===== config.mk =====
export PLATFORM = sky130hd
export DESIGN_NAME = cdr_frame_sync
export DESIGN_NICKNAME = d
export VERILOG_FILES = /design/src/rtl/cdr_frame_sync.sv
export SDC_FILE = /design/constraint.sdc
export NUM_CORES = 1
export LEC_CHECK = 0
export CAP_MARGIN = 20
export CORE_ASPECT_RATIO = 0.75
export CORE_MARGIN = 2
export CORE_UTILIZATION = 40
export DETAILED_ROUTE_END_ITERATION = 6
export DONT_BUFFER_PORTS = 1
export GPL_TIMING_DRIVEN = 0
export MAX_ROUTING_LAYER = met4
export PLACE_DENSITY_LB_ADDON = 0.3
export SYNTH_ARGS = -nofsm -noshare
export SYNTH_HDL_FRONTEND = slang
export SYNTH_SLANG_ARGS = --single-unit

===== constraint.sdc =====
create_clock -name clk -period 2.65 [get_ports clk]
set_input_delay 0.53 -clock clk [delete_from_list [all_inputs] [get_ports clk]]
set_output_delay 0.53 -clock clk [all_outputs]
set_load 0.02 [all_outputs]

===== src/rtl/cdr_frame_sync.sv =====
// -----------------------------------------------------------------------------
// cdr_frame_sync
//
// Byte/frame aligner behind a clock-data-recovery front end. Recovered bits
// arrive one per bit_valid pulse, MSB first. The aligner searches the bit
// stream for SYNC_WORD with a one-bit sliding window. After a match it treats
// the stream as frames of FRAME_BYTES payload bytes, each followed by a sync
// byte. Payload bytes go into a 2-entry first-word-fall-through FIFO. A bad
// sync byte is tolerated until MISS_LIMIT consecutive misses (flywheel).
// After that, lock is dropped and the search starts again.
//
// Ports
//   clk          system clock, all logic on the rising edge
//   rst_n        asynchronous active-low reset
//   ena          block enable; bit_valid is ignored while low
//   clear        synchronous flush of aligner state, FIFO and overflow
//   bit_valid    one-cycle strobe per recovered bit
//   bit_in       recovered bit, qualified by bit_valid
//   byte_out     payload byte at the FIFO head (MSB = first received bit)
//   byte_valid   FIFO non-empty
//   byte_ready   consumer accepts byte_out when byte_valid & byte_ready
//   locked       frame alignment held
//   frame_start  one-cycle pulse per accepted sync word
//   overflow     sticky: a payload byte was dropped on a full FIFO
// -----------------------------------------------------------------------------
module cdr_frame_sync #(
  parameter logic [7:0] SYNC_WORD   = 8'hA7,
  parameter int         FRAME_BYTES = 4,   // 1..15
  parameter int         MISS_LIMIT  = 2    // 1..3
) (
  input  logic       clk,
  input  logic       rst_n,
  input  logic       ena,
  input  logic       clear,
  input  logic       bit_valid,
  input  logic       bit_in,
  output logic [7:0] byte_out,
  output logic       byte_valid,
  input  logic       byte_ready,
  output logic       locked,
  output logic       frame_start,
  output logic       overflow
);

  typedef enum logic [1:0] {
    HUNT    = 2'd0,
    PAYLOAD = 2'd1,
    CHECK   = 2'd2
  } state_t;

  localparam logic [3:0] LAST_BYTE = 4'(FRAME_BYTES - 1);
  localparam logic [2:0] MISS_MAX  = 3'(MISS_LIMIT);

  state_t     state, state_d;
  logic [7:0] sr, sr_d;
  logic [2:0] bcnt, bcnt_d;
  logic [3:0] byte_cnt, byte_cnt_d;
  logic [1:0] miss, miss_d;
  logic       fs_d;
  logic       push;

  // clear outranks a coincident bit strobe.
  logic       accept;
  logic [7:0] assembled;
  logic [2:0] miss_inc;

  assign accept    = bit_valid & ena & ~clear;
  assign assembled = {sr[6:0], bit_in};
  assign miss_inc  = {1'b0, miss} + 3'd1;

  // ---------------------------------------------------------------------------
  // Aligner next-state logic
  // ---------------------------------------------------------------------------
  always_comb begin
    // NOTE: every variable gets a default first, so that no path through the
    // block leaves one unassigned and no latch is inferred.
    state_d    = state;
    sr_d       = sr;
    bcnt_d     = bcnt;
    byte_cnt_d = byte_cnt;
    miss_d     = miss;
    fs_d       = 1'b0;
    push       = 1'b0;

    if (accept) begin
      sr_d = assembled;
      unique case (state)
        HUNT: begin
          // The window is tested on every bit, so alignment can land on any
          // bit position.
          if (assembled == SYNC_WORD) begin
            state_d    = PAYLOAD;
            bcnt_d     = 3'd0;
            byte_cnt_d = 4'd0;
            miss_d     = 2'd0;
            fs_d       = 1'b1;
          end
        end

        PAYLOAD: begin
          if (bcnt == 3'd7) begin
            push   = 1'b1;
            bcnt_d = 3'd0;
            if (byte_cnt == LAST_BYTE) begin
              byte_cnt_d = 4'd0;
              state_d    = CHECK;
            end else begin
              byte_cnt_d = byte_cnt + 4'd1;
            end
          end else begin
            bcnt_d = bcnt + 3'd1;
          end
        end

        CHECK: begin
          if (bcnt == 3'd7) begin
            bcnt_d = 3'd0;
            if (assembled == SYNC_WORD) begin
              miss_d  = 2'd0;
              fs_d    = 1'b1;
              state_d = PAYLOAD;
            end else if (miss_inc < MISS_MAX) begin
              // Flywheel: keep the byte alignment and assume this sync byte
              // was corrupted.
              miss_d  = miss_inc[1:0];
              state_d = PAYLOAD;
            end else begin
              miss_d  = 2'd0;
              state_d = HUNT;
            end
          end else begin
            bcnt_d = bcnt + 3'd1;
          end
        end

        default: state_d = HUNT;
      endcase
    end
  end

  // ---------------------------------------------------------------------------
  // Aligner registers
  // ---------------------------------------------------------------------------
  // NOTE: sequential state uses non-blocking assignments only, so every flop
  // samples values from before the edge, whatever order the blocks evaluate in.
  always_ff @(posedge clk or negedge rst_n) begin
    if (!rst_n) begin
      state       <= HUNT;
      sr          <= 8'h00;
      bcnt        <= 3'd0;
      byte_cnt    <= 4'd0;
      miss        <= 2'd0;
      locked      <= 1'b0;
      frame_start <= 1'b0;
    end else if (clear) begin
      state       <= HUNT;
      sr          <= 8'h00;
      bcnt        <= 3'd0;
      byte_cnt    <= 4'd0;
      miss        <= 2'd0;
      locked      <= 1'b0;
      frame_start <= 1'b0;
    end else begin
      state       <= state_d;
      sr          <= sr_d;
      bcnt        <= bcnt_d;
      byte_cnt    <= byte_cnt_d;
      miss        <= miss_d;
      locked      <= (state_d != HUNT);
      frame_start <= fs_d;
    end
  end

  // ---------------------------------------------------------------------------
  // 2-entry FWFT FIFO: the head register drives byte_out directly, and tail
  // holds the second entry. byte_valid is the head-valid flag. full (tail_v)
  // always implies byte_valid.
  // ---------------------------------------------------------------------------
  logic [7:0] tail;
  logic       tail_v;
  logic       pop;

  assign pop = byte_valid & byte_ready;

  // NOTE: both storage entries are reset, because byte_out must come out of
  // reset at a defined 8'h00.
  always_ff @(posedge clk or negedge rst_n) begin
    if (!rst_n) begin
      byte_out   <= 8'h00;
      tail       <= 8'h00;
      byte_valid <= 1'b0;
      tail_v     <= 1'b0;
      overflow   <= 1'b0;
    end else if (clear) begin
      byte_valid <= 1'b0;
      tail_v     <= 1'b0;
      overflow   <= 1'b0;
    end else begin
      unique case ({tail_v, byte_valid})
        2'b00: begin
          if (push) begin
            byte_out   <= assembled;
            byte_valid <= 1'b1;
          end
        end
        2'b01: begin
          if (push && pop) begin
            byte_out <= assembled;
          end else if (pop) begin
            byte_valid <= 1'b0;
          end else if (push) begin
            tail   <= assembled;
            tail_v <= 1'b1;
          end
        end
        2'b11: begin
          if (push && pop) begin
            byte_out <= tail;
            tail     <= assembled;
          end else if (pop) begin
            byte_out <= tail;
            tail_v   <= 1'b0;
          end else if (push) begin
            // Full with no pop: drop the byte and keep the contents.
            overflow <= 1'b1;
          end
        end
        default: begin
          byte_valid <= 1'b0;
          tail_v     <= 1'b0;
        end
      endcase
    end
  end

endmodule


; ---- Word level (Yosys, flattened, before mapping)
; Cells that the tools add are included.
[word_totals]
register_bits = 39
out_inout_bits = 12
in_bits = 7
word_cells = 126
[op_classes]
eq_ne = 28
n_reduce_logical = 21
bitwise_logic = 4
magnitude_cmp = 1
mux = 57
n_addsub = 3
[op_table]
columns = op, n
row1 = $mux 8, 6
row2 = $ne 3x3->1 const B, 11
row3 = $mux 2, 12
row4 = $pmux 8 s3, 1
row5 = $mux 4, 5
row6 = $ne 2x2->1 const B, 10
row7 = $mux 1, 19
row8 = $pmux 8 s2, 1
row9 = $reduce_and 4->1, 4
row10 = $mux 7, 2
row11 = $mux 3, 4
row12 = $reduce_and 6->1, 2
row13 = $reduce_bool 3->1, 4
row14 = $reduce_bool 2->1, 5
row15 = $eq 8x8->1 const B, 1
row16 = $pmux 4 s2, 1
row17 = $pmux 1 s3, 2
row18 = $pmux 2 s3, 1
row19 = $pmux 3 s2, 1
row20 = $reduce_and 5->1, 1
row21 = $add 4x1->4 const B, 1
row22 = $eq 2x1->1 const B, 2
row23 = $eq 2x2->1 const B, 2
row24 = $eq 4x2->1 const B, 1
row25 = other kinds (12), 15

; ---- Longest topological paths before layout
[depth]
ltp_word = 9
depth_mapped = 7
depth_no_buf = 6

; ---- Least setup slack after synthesis
; No wires, ideal clock.
[synth_timing]
kind = register to register
from = register bcnt[0]
to = register tail[0]
arrival_time_ps = 1805
setup_time_ps = 125
setup_slack_ps = 720
path_stages_with_launch = 7
synth_period_minus_slack_ps = 1930
required_ps = 2525
path_buffers = 0
path_cell_list = dfrtp_1 > ha_1 > ha_1 > and2_2 > nand2_4 > nor4_4 > mux2_2
[synth_via]
elab_chain_len = 7
word_cells_on_any_way = 9
cone_classes = 4 x eq/ne / 3 x mux / 2 x reduce/logical
[synth_rtl]
columns = item, line_no
row1 = from (decl), 56  ; logic [2:0] bcnt, bcnt_d;
row2 = from (signal assigned), 166  ; bcnt <= bcnt_d;
row3 = $eq 3x3->1 *, 101  ; if (bcnt == 3'd7) begin
row4 = $mux 1 *, 101
row5 = $mux 1 *, 87  ; unique case (state)
row6 = $mux 1 *, 85  ; if (accept) begin
row7 = $logic_and 1x1->1, "207, 217"
row8 = $ne 2x2->1 (no line), -
row9 = $reduce_and 6->1 (no line) *, -
row10 = to (signal assigned), 212  ; tail <= assembled;
row11 = to (signal assigned), 219  ; tail <= assembled;
row12 = to (decl), 179  ; logic [7:0] tail;
; Every way passes the cells marked *; elsewhere a longest branch is shown, timed or not.
; A chain may end at the register's enable or synchronous reset.

; ---- Final worst setup path
[layout_timing]
from = register bcnt[0]
to = register tail[4]
; Same word-level chain as after synthesis.

==> results.txt <==
Status - finished, final reports clean
Main combinational cell family by area after synthesis - simple AND/OR/NAND/NOR gates
Flops & latches, synth - 39
Nets - 215
Synth Area per Inst - 10.79 sq um
Final Util - 46.42%
Gr usage total - 16.19%
Max FO, Critical Path - 8
Critical R2R Launch - bcnt[0]
Core footprint - 4927 sq um
CTS root buf - clkbuf_8
Asr flop ratio synth - 100.0%
Final Setup Violations - 0
Seq/Total Area, Yosys - 47.13%
Die height - 66.31 microns
Met2 usage - 23.57%
CTS tree - built
Syn. warnings - 0
Post-Syn Instances - 192
CTS Buf Count - 5
Met3 usage - 4.494%
DP Cell Count - 252
Sink Count - 39
Synth top area share - 47.13%
Post-Syn Area - 2071 sq um
Pleak - 1.043 nW
Commonest non-fill, non-tap cell in the layout - dfrtp_1
First-pass GRT wire length - 7031 microns
DR vias/cell - 5.533
Antenna Nets Post-Route - 0
Setup CP Type - reg -> reg
Arrival time worst endpoint - 2.43 ns
Area added between synthesis and finish - 10.45%
Net Count, Synth - 207
# resized after CTS - 0
TNS Setup - 0 ns
Hold WC Path Type - in -> async
Rows - 22
Internal power - 0.0009164 W
Routed wire per std cell - 15.37 microns
Most heavily used metal layer in global routing - met2
Post-synthesis mux area share - 13.60%
Fin. max-slew vios - 0
Post CTS Setup Buffer Count - 0
Final min period - 2.250 ns
GP Congestion - 0.8009
Remaining DRCs - 0
Max VDD drop - 0.3161 mV
Worst slew pin tran - 0.6135 ns
Num ports - 19
XOR/XNOR Fraction of Synth Area - 0%
Startpoint types - flop
Die W - 87.08 microns
GRT Residual Overflow - 0
Largest net degree at the start of global routing - 40
Finished Layout Cells - 261
Most frequent cells in the layout - 39 x dfrtp_1, 25 x mux2_2, 23 x nand2_1
Number of global-route vias before repair - 1447
Synth Area in Compound Gates - 12.93%
Initial Utilization - 42.03%
Reg2Reg Setup Slack - 0.40 ns
Buffers on Ports - 0
Synth Area in Simple Gates - 18.25%
R2R depth - 6
Hold_buf cts - 1
Fraction of layout cells with a size suffix above 1 - 21.89%
PD cells - 508.5 nW/um^2
NetSw - 0.0002468 W
Switch share - 21.22%
Post-synth cell types - 45
Combinational share of power - 3.6%
H-tree depth - 2
Antenna diodes - 0
Clock Skew - 0.004633 ns
Drt pass-1 iters - 4
Critical path data required time - 2.83 ns
Via Count - 1444
Worst relative slew slack - 58.79%
Max-Cap Viols - 0
Max Root-Sink Buffers - 2
Final period util - 84.90%
Latest clock arrival within the worst-skew pair - 0.29 ns
Max Freq - 0.4445 GHz
DIE AREA - 5774 sq um
Top cells by area, synth - dfrtp_1 47%, mux2_2 14%, ha_1 4.8%
GRT met1 Usage - 22.32%
Setup crit end kind - flop
Synth area leader - dfrtp_1
Reg power frac - 51.3%
FILL cells - 457
DRT iter0 DRCs - 75
EDFF count, synth - 0
Final Hold Fails - 0
Clock-pin transition on the worst setup and hold timing paths - 0.08 ns
Clock share of power - 45.1%
Post-Route WL - 4012 microns
RSZ-0062 raised after global routing - false
DP HPWL - 2877 microns
Fraction of the mapped netlist area in adder cells - 4.834%
R2R Path End - tail[4]
Initial antenna violation count - 0
Synth Flop Type - dfrtp_1
state kept, by name, summed over array words and instances (netlist names):
register,count
byte_out,8
tail,8
sr,7
byte_cnt,4
bcnt,3
miss,2
state,2
byte_valid,1
frame_start,1
locked,1
overflow,1
tail_v,1
synthesized netlist by cell type, types with 4 or more instances:
master,n
ha_1,8
a31oi_1,4
o21ai_0,6
inv_1,8
nand2_1,23
dfrtp_1,39
a21oi_1,16
clkbuf_1,4
mux2_2,25
nor2_1,4
nand3_1,6
worst max-delay path by stage:
stage                 start  slack [ns]       to  cells after the start
global placement    bcnt[0]        0.41  tail[1]                      6
detailed placement  bcnt[0]        0.39  tail[4]                      6
floorplan           bcnt[0]        0.72  tail[0]                      6
finish              bcnt[0]        0.40  tail[4]                      6
CTS                 bcnt[0]        0.37  tail[4]                      6
global route        bcnt[0]        0.22  tail[6]                      6
worst max-delay path, stage by stage (launching register included):
cell and delay [ns]:
dfrtp_1 0.36, ha_1 0.15, ha_1 0.30, and2_2 0.26
nand2_4 0.07, nor4_4 0.59, mux2_2 0.40
power by group through the flow:
stage	logic (W)	registers, W	clock network (W)
2_1_floorplan	0.0000210	0.000608	0
3_3_place_gp	0.0000280	0.000609	0
3_5_place_dp	0.0000279	0.000609	0
4_1_cts	0.0000433	0.000597	0.000540
5_1_grt	0.0000482	0.000597	0.000569
6_report	0.0000423	0.000597	0.000524
per-layer routing:
metal,vias to the layer above,share of wire [%]
met2,20,43
met3,5,3.5
li1,715,-
met4,0,0.75
met1,704,53
met5,-,0
cell type report:
cell class	count	area, sq um	share of cell area [%]
buffer	7	37.54	1.641
clock inverter	2	38.79	1.696
sequential	39	975.9	42.67
timing repair buffer	1	20.02	0.8753
multi-input combinational	138	1027	44.91
inverter	8	30.03	1.313
tap	60	75.07	3.282
clock buffer	6	82.58	3.611
cell families after synthesis:
group | Yosys count
AOI/OAI and AO/OA | 42
adders and majority gates | 8
buffers and inverters | 15
DFF | 39
muxes | 25
and+or+nand+nor | 63
through the flow:
stage	total power [W]	setup WS (ns)	hold WS, ns	area (sq um)
global route	0.001214	0.2242	0.08021	2287
finish	0.001163	0.4002	0.06540	2287
floorplan	0.0006294	0.7201	0.2344	2071
CTS	0.001180	0.3706	0.07543	2287
detailed placement	0.0006367	0.3901	0.2358	2146
global placement	0.0006368	0.4078	0.2357	2146
No activity file was read; power rests on OpenSTA's default activity.
